## src/rtl/tx_msg_sequencer.sv

```systemverilog
// tx_msg_sequencer: streams a BaseAddr/Length window of a byte memory into the UART TX handshake, one-shot or repeating.
// Optional macro TXSEQ_CRLF_EN appends 8'h0D 8'h0A to every message before Done.
module tx_msg_sequencer #(
    parameter int DATA_W = 8,
    parameter int ADDR_W = 8,
    parameter int PERIOD = 50000000,
    parameter int CNT_W  = 32
) (
    input  logic              Clock,
    input  logic              Reset,
    input  logic              Start,
    input  logic              Repeat,
    input  logic [ADDR_W-1:0] BaseAddr,
    input  logic [ADDR_W-1:0] Length,
    output logic [ADDR_W-1:0] MemAddr,
    input  logic [DATA_W-1:0] MemData,
    input  logic              TxEmpty,
    output logic              XMitGo,
    output logic [DATA_W-1:0] TxData,
    output logic              Busy,
    output logic              Done
);
    typedef enum logic [2:0] {IDLE, FETCH, LOAD, SEND, WAIT, FINISH, PAUSE} state_t;
    localparam logic [CNT_W-1:0] last_cnt = CNT_W'(PERIOD - 1);
    state_t            state, state_n, start_state;
    logic [ADDR_W-1:0] base, base_n, len, len_n, idx, idx_n, addr_n, msg_base, msg_len;
    logic [DATA_W-1:0] data_n;
    logic [CNT_W-1:0]  cnt, cnt_n;
    logic              go_n, done_n, restart;
`ifdef TXSEQ_CRLF_EN
    logic [1:0]        phase, phase_n;
`endif
    assign Busy = state != IDLE;
    assign msg_base = state == IDLE ? BaseAddr : base;
    assign msg_len = state == IDLE ? Length : len;
    assign restart = state == IDLE ? Start : (state == PAUSE && Repeat && cnt == last_cnt);
`ifdef TXSEQ_CRLF_EN
    assign start_state = msg_len == '0 ? LOAD : FETCH;
`else
    assign start_state = msg_len == '0 ? FINISH : FETCH;
`endif
    // Next-state and next-output decode; each register holds unless its state moves it.
    always_comb begin
        state_n = state;
        base_n = base;
        len_n = len;
        idx_n = idx;
        cnt_n = cnt;
        addr_n = MemAddr;
        data_n = TxData;
        go_n = XMitGo;
        done_n = 1'b0;
`ifdef TXSEQ_CRLF_EN
        phase_n = phase;
`endif
        if (restart) begin
            state_n = start_state;
            base_n = msg_base;
            len_n = msg_len;
            idx_n = '0;
            addr_n = msg_base;
`ifdef TXSEQ_CRLF_EN
            phase_n = msg_len == '0 ? 2'd1 : 2'd0;
`endif
        end else begin
            case (state)
                IDLE: state_n = IDLE;
                FETCH: state_n = LOAD;
                LOAD: if (TxEmpty) begin
`ifdef TXSEQ_CRLF_EN
                    data_n = phase == 2'd0 ? MemData : phase == 2'd1 ? DATA_W'(8'h0D) : DATA_W'(8'h0A);
`else
                    data_n = MemData;
`endif
                    go_n = 1'b1;
                    state_n = SEND;
                end
                SEND: if (!TxEmpty) begin
                    go_n = 1'b0;
                    idx_n = idx + 1'b1;
                    state_n = WAIT;
                end
                WAIT: if (TxEmpty) begin
`ifdef TXSEQ_CRLF_EN
                    if (phase == 2'd2) state_n = FINISH;
                    else if (phase == 2'd1 || idx == len) begin
                        phase_n = phase + 2'd1;
                        state_n = LOAD;
                    end else begin
                        addr_n = base + idx;
                        state_n = FETCH;
                    end
`else
                    if (idx == len) state_n = FINISH;
                    else begin
                        addr_n = base + idx;
                        state_n = FETCH;
                    end
`endif
                end
                FINISH: begin
                    done_n = 1'b1;
                    cnt_n = '0;
                    state_n = Repeat ? PAUSE : IDLE;
                end
                PAUSE: begin
                    cnt_n = cnt + 1'b1;
                    state_n = Repeat ? PAUSE : IDLE;
                end
                default: begin
                    state_n = IDLE;
                    go_n = 1'b0;
                end
            endcase
        end
    end
    // State and output registers; Reset aborts any message in progress.
    always_ff @(posedge Clock) begin
        if (Reset) begin
            state <= IDLE;
            base <= '0;
            len <= '0;
            idx <= '0;
            cnt <= '0;
            MemAddr <= '0;
            TxData <= '0;
            XMitGo <= 1'b0;
            Done <= 1'b0;
`ifdef TXSEQ_CRLF_EN
            phase <= 2'd0;
`endif
        end else begin
            state <= state_n;
            base <= base_n;
            len <= len_n;
            idx <= idx_n;
            cnt <= cnt_n;
            MemAddr <= addr_n;
            TxData <= data_n;
            XMitGo <= go_n;
            Done <= done_n;
`ifdef TXSEQ_CRLF_EN
            phase <= phase_n;
`endif
        end
    end
endmodule

```

## config.mk

```make
export PLATFORM = sky130hd
export DESIGN_NAME = tx_msg_sequencer
export DESIGN_NICKNAME = d
export VERILOG_FILES = /design/src/rtl/tx_msg_sequencer.sv
export SDC_FILE = /design/constraint.sdc
export NUM_CORES = 1
export LEC_CHECK = 0
export ABC_AREA = 1
export BUFFER_PORTS_ARGS = -buffer_cell sky130_fd_sc_hd__buf_2
export CORE_UTILIZATION = 58
export CTS_BUF_LIST = sky130_fd_sc_hd__clkbuf_16
export DETAILED_ROUTE_END_ITERATION = 8
export GPL_TIMING_DRIVEN = 1
export PLACE_DENSITY = 0.79
export SYNTH_ARGS = -nofsm -noshare
export SYNTH_HDL_FRONTEND = slang
export SYNTH_SLANG_ARGS = --single-unit
```

## constraint.sdc

```tcl
create_clock -name Clock -period 3.52 [get_ports Clock]
set_clock_uncertainty 0.1 [all_clocks]
set_input_delay 0.352 -clock Clock [delete_from_list [all_inputs] [get_ports Clock]]
set_output_delay 0.352 -clock Clock [all_outputs]
set_load 0.005 [all_outputs]
```

==> summary.txt, run 1 <==
Global route
  – Initial antenna violation count: 0
  – GRT Residual Overflow: 0
  – Tot GR Track Use: 0.304
  – First-pass GRT wire length: 20.7 mm
  – Largest net degree at the start of global routing: 43
  – Vias in the first global route: ~4.4k

STA
  – # setup viols final: 0
  – Max frequency: 401 MHz
  – Final Cycle Share: 0.709
  – Fin. max-slew vios: 0
  – Fin. Hold Viols: 0
  – Headroom to the max-slew limit: 0.486
  – Worst-Margin Slew: 0.768 ns
  – Setup TNS: 0 ns
  – RSZ-0062 raised after global routing: false
  – Fin Hold WS: approximately 0.14 ns
  – Period minus WS final: 2.50 ns

Run
  – Max capacitance violation total: 0

Logic synthesis
  – Ys flop type: dfxtp_1
  – Seq/Total Area, Yosys: 0.321
  – Post-synthesis mux area share: 0.0188
  – Post-Synth Adder-Cell Area: 0.0276
  – Unique masters post-synth: 37
  – Post-Syn Area: around 4800 um2
  – Post-synthesis async set-or-reset flop share: 0
  – Syn Inst Count: approximately 770
  – Number of flops mapped to enable cells by yosys: 0
  – Largest family of logic cells by synthesized area: simple AND/OR/NAND/NOR gates
  – Simple-gate share of the synthesized area: 0.430
  – Syn_nets: just over 800
  – Xor and xnor area share after synthesis: 0.0310
  – Avg Inst Size Synth: between 6 and 7 um2
  – Synth Area in Compound Gates: 0.0844
  – Synth Warn #: 0
  – Synth Register Bits: 77

Worst setup path
  – Worst-path cell chain: nor2_1 > nand3_2 > nand3_4 > inv_2 > nand2_1 > a21oi_1
  – Critical path buffers and inverters: 1
  – Arrival @ worst endpoint: about 2.6 ns
  – Crit path required time: roughly 3.6 ns
  – Slowest stage cell, crit path: nor2_1
  – Worst-path maximum fanout: 33
  – Crit path max-delay family: simple AND/OR/NAND/NOR gates
  – Element type at the critical path start: flop
  – Critical path type: reg2reg
  – CP max stage delay: 0.60 ns
  – CP endpoint kind: flop

Clocking
  – H-tree depth: 3
  – CTS root buf: clkbuf_16
  – CTS Buf Count: 9
  – Reg clk slew, reported paths: 0.06 ns
  – Max clock buf depth: 2
  – Resized cells post-CTS: 0
  – CTS tree: yes
  – Clk sink count: slightly below 80
  – Post-CTS Setup Inserts: 0
  – Later-pin clock latency in the skew report: 0.34 ns
  – CTS Hold Bufs: 0

Final layout
  – Most common cell after layout, fill and taps aside: nand2_1
  – Layout Cells excl Fill: approximately 910
  – Most frequent cells in the layout: 234 x nand2_1, 135 x nor2_1, 77 x dfxtp_1
  – Nets@finish: between 800 and 900
  – Area grow syn2layout: 11.4%
  – ANT cells: 0
  – Layout cells sized above 1: 0.122

Placed design
  – Hpwl dp: slightly above 9 mm
  – Inst Count DP: ~900
  – GP Congestion: between 0.9 and 1
  – PortBufs: 47

Power
  – Worst VDD drop: about 0.00024 V
  – Pleak: roughly 2.3 nW
  – PD cells: between 400 and 500 nW/um2

Route
  – DR DRC count: 0
  – Initial DRC Count: around 450
  – Final wirelength: between 10 and 15 mm
  – Via count: 4924
  – Drt wl/cell: approximately 14 um
  – Final ANT Viol Nets: 0
  – DR pass1 iterations: 5
  – Number of vias per cell: approximately 5.4

Floorplan
  – Die Area: slightly below 9000 um2
  – Num rows: 32
  – # IOs: 48
  – Die Wd: 93.0 um
  – Initial core utilization: 0.612
  – Die height: slightly above 90 um
  – Core footprint: 7850 um2

Min path
  – Hold Path Class: in2reg

Status
  – Run status: complete, no violations
[synth_stat cells (3+ instances only)]
library cell	instances	area share
nor2_1	135	0.11
nand3_1	66	0.069
clkbuf_1	8	0.0063
o21ai_0	24	0.025
nand3_4	3	0.011
xnor2_1	11	0.020
buf_6	3	0.0070
nor2_2	3	0.0039
nand2_2	11	0.014
nor3_1	3	0.0031
nand4_1	13	0.017
ha_1	9	0.023
inv_1	71	0.056
mux2_2	8	0.019
dfxtp_1	77	0.32
nand2_1	234	0.18
nor3b_1	4	0.0063
buf_2	6	0.0063
xor2_1	6	0.011
a21oi_1	47	0.049
or2_2	5	0.0065
[path summary, 6_finish.rpt]
check	endpoint	slack, ns	depth (start not counted)	start
worst max register to register	cnt[22]	1.02	6	state[1]
worst max-delay path	cnt[22]	1.02	6	state[1]
worst min register to register	XMitGo	0.36	2	XMitGo
worst min-delay path	TxData[5]	0.14	3	MemData[5]
[sequential cells by signal, summed over array words and instances, names as in the netlist]
| name | cells |
|---|---|
| Done | 1 |
| MemAddr | 8 |
| TxData | 8 |
| XMitGo | 1 |
| base | 8 |
| cnt | 32 |
| idx | 8 |
| len | 8 |
| state | 3 |
[area by class of cell]
| type | instances | area (um2) |
|---|---|---|
| Clock buffer | 9 | 225 |
| Clock inverter | 5 | 77.6 |
| Tap cell | 102 | 128 |
| Inverter | 76 | 293 |
| Timing Repair Buffer | 48 | 243 |
| Sequential cell | 77 | 1540 |
| Multi-Input combinational cell | 594 | 2840 |
| Fill cell | 731 | 2500 |
[tightest hold or removal path, stage by stage]
cell    delay, ns
buf_2        0.08
nor2_1       0.03
nor2_1       0.08
[cell families after synthesis]
group / Yosys count
AO/OA/AOI/OAI: 78
AND/OR/NAND/NOR: 481
buffers and inverters: 96
flip-flops: 77
XOR/XNOR: 17
multiplexers: 8
adder cells (fa/ha/maj): 10
[through the flow]
step	utilization	power [mW]	area, um2	worst slack, ns
final	0.682	2.29	5350	1.02
after floorplan	-	1.25	4800	1.73
after global placement	0.643	1.32	5050	1.17
after detailed placement	0.643	1.33	5050	1.06
after global routing	0.682	2.39	5350	0.754
after CTS	0.682	2.29	5350	1.05
[layer usage]
layer  track usage  up-vias  share of wire
met1         0.459     2211           0.49
met2         0.434      176           0.42
met4         0.109        0          0.016
met3        0.0488       21          0.079
li1              -     2516              -
met5             0        -              0
[power breakdown]
part           internal (mW)  switching, mW  leakage (nW)
Sequential             0.919         0.0344         0.625
Clock                  0.610          0.361         0.147
Combinational          0.137          0.231          1.53
Total                   1.67          0.626          2.30
Power figures use the tool's default switching activity.
==> inputs of run 2 (changes only) <==
==> constraint.sdc (replaced) <==
create_clock -name Clock -period 2.4 [get_ports Clock]
set_clock_uncertainty 0.1 [all_clocks]
set_input_delay 0.24 -clock Clock [delete_from_list [all_inputs] [get_ports Clock]]
set_output_delay 0.24 -clock Clock [all_outputs]
set_load 0.005 [all_outputs]
==> summary.txt, run 2 (synthesized netlist as in run 1, its figures left out) <==
Floorplan
  – Num rows: 32
  – Die Wd: 93.0 um
  – Initial core utilization: 0.612
  – Die Area: 8650 um2
  – Core footprint: ~7800 um2
  – # IOs: 48
  – Die height: around 93 um

Power
  – Power Total: around 3.3 mW
  – PD cells: slightly above 600 nW/um2
  – Worst VDD drop: 0.000445 V
  – Clock power share: 0.416
  – Part of the power in registers: 0.420
  – Logic gate share of total power: 0.163
  – Pint: approximately 2.4 mW
  – Sw Pwr: ~0.96 mW
  – Switching portion of total power: 0.289
  – Pleak: 2.36 nW

STA
  – Max frequency: 459 MHz
  – Min setup slack post-route: 0.222 ns
  – Worst-Margin Slew: roughly 0.59 ns
  – Fin. Hold Viols: 0
  – Period minus WS final: 2.18 ns
  – # setup viols final: 0
  – Headroom to the max-slew limit: 0.603
  – Setup TNS: 0 ns
  – Final Cycle Share: 0.908
  – RSZ-0062 raised after global routing: false
  – Fin. max-slew vios: 0

Clocking
  – CTS Hold Bufs: 0
  – H-tree depth: 3
  – Post-CTS Setup Inserts: 0
  – Max clock buf depth: 2
  – Later-pin clock latency in the skew report: about 0.34 ns
  – Clk sink count: slightly below 80
  – CTS Buf Count: 9
  – Resized cells post-CTS: 0
  – CTS tree: yes
  – CTS root buf: clkbuf_16
  – Reg clk slew, reported paths: ~0.060 ns

Final layout
  – Layout cells sized above 1: 0.135
  – Final instance area: ~5400 um2
  – Nets@finish: 856
  – Most common cell after layout, fill and taps aside: nand2_1
  – ANT cells: 0
  – Most flop-heavy register: cnt
  – Most frequent cells in the layout: 234 x nand2_1, 135 x nor2_1, 77 x dfxtp_1
  – Area grow syn2layout: 13.1%
  – Max reg flops: 32
  – Fillers: a little over 700

Run
  – Max capacitance violation total: 0

Worst setup path
  – Worst-path maximum fanout: 25
  – R2R cell count: 10
  – Arrival @ worst endpoint: 2.29 ns
  – Critical path type: reg2reg
  – CP endpoint kind: flop
  – Crit path required time: between 2 and 3 ns
  – Element type at the critical path start: flop

Min path
  – Hold Path Class: in2reg
  – Worst hold stages: 3

Placed design
  – GP Congestion: 0.999
  – Dpl ws: 0.255 ns
  – Hpwl dp: between 9 and 10 mm
  – PortBufs: 47
  – Area of placed instances: about 5100 um2

Route
  – Initial DRC Count: ~350
  – Via count: 5009
  – DR DRC count: 0
  – Drt wl/cell: about 14 um
  – Number of vias per cell: 5.42
  – Final wirelength: approximately 12 mm
  – Final ANT Viol Nets: 0
  – DR pass1 iterations: 5

Global route
  – Tot GR Track Use: 0.305
  – Initial antenna violation count: 0
  – GRT Residual Overflow: 0
  – Vias in the first global route: 4560
  – Largest net degree at the start of global routing: 26
  – First-pass GRT wire length: 21.0 mm

Status
  – Run status: complete, no violations
## run 2: cell types whose count changed in the layout (fill, tap and decap cells not counted), sizes merged
cell and change:
inv +2, bufinv -1, clkinv +2, buf +11, clkinvlp -1
## run 2: stage by stage
stage          instances  utilization  hold WS [ns]
2_1_floorplan        767            -         0.275
3_3_place_gp         908        0.654         0.348
3_5_place_dp         908        0.654         0.366
4_1_cts              924        0.692        0.0257
5_1_grt              924        0.692        0.0353
6_report             924        0.692        0.0271
## run 2: worst paths after layout
kind                            startpoint        end  slack, ns
worst max register to register      cnt[1]    base[1]       0.22
worst max-delay path                cnt[1]    base[1]       0.22
worst min-delay path            MemData[6]  TxData[6]       0.03
worst min register to register      XMitGo     XMitGo       0.38
## run 2: critical path: stages (launching register included)
cell	delay [ns]
dfxtp_1	0.36
ha_1	0.24
nand3_1	0.12
inv_1	0.20
nand2_2	0.09
nor2_4	0.10
nand3_4	0.17
nand2_8	0.23
inv_6	0.13
nand2_2	0.20
o22ai_1	0.11
## run 2: power by group through the flow
| stage | logic, mW | registers [mW] | clock network, mW |
|---|---|---|---|
| after floorplan | 0.412 | 1.42 | 0 |
| after global placement | 0.527 | 1.42 | 0 |
| after detailed placement | 0.539 | 1.43 | 0 |
| after CTS | 0.544 | 1.40 | 1.39 |
| after global routing | 0.619 | 1.41 | 1.45 |
| final | 0.544 | 1.40 | 1.39 |
## run 2: final cells by class
class	count	area [um2]	share of cell area
sequential	77	1540	0.284
inverter	76	293	0.0539
tap	102	128	0.0235
clock inverter	7	73.8	0.0136
multi-input combinational	594	2840	0.524
clock buffer	9	225	0.0415
timing repair buffer	59	325	0.0599
## run 2: layer usage
layer  wire length, um  track usage  up-vias
li1                  -            -     2543
met1              6000        0.436     2250
met2              5310        0.469      198
met3              1030       0.0585       18
met4               149       0.0846        0
met5                 0            0        -
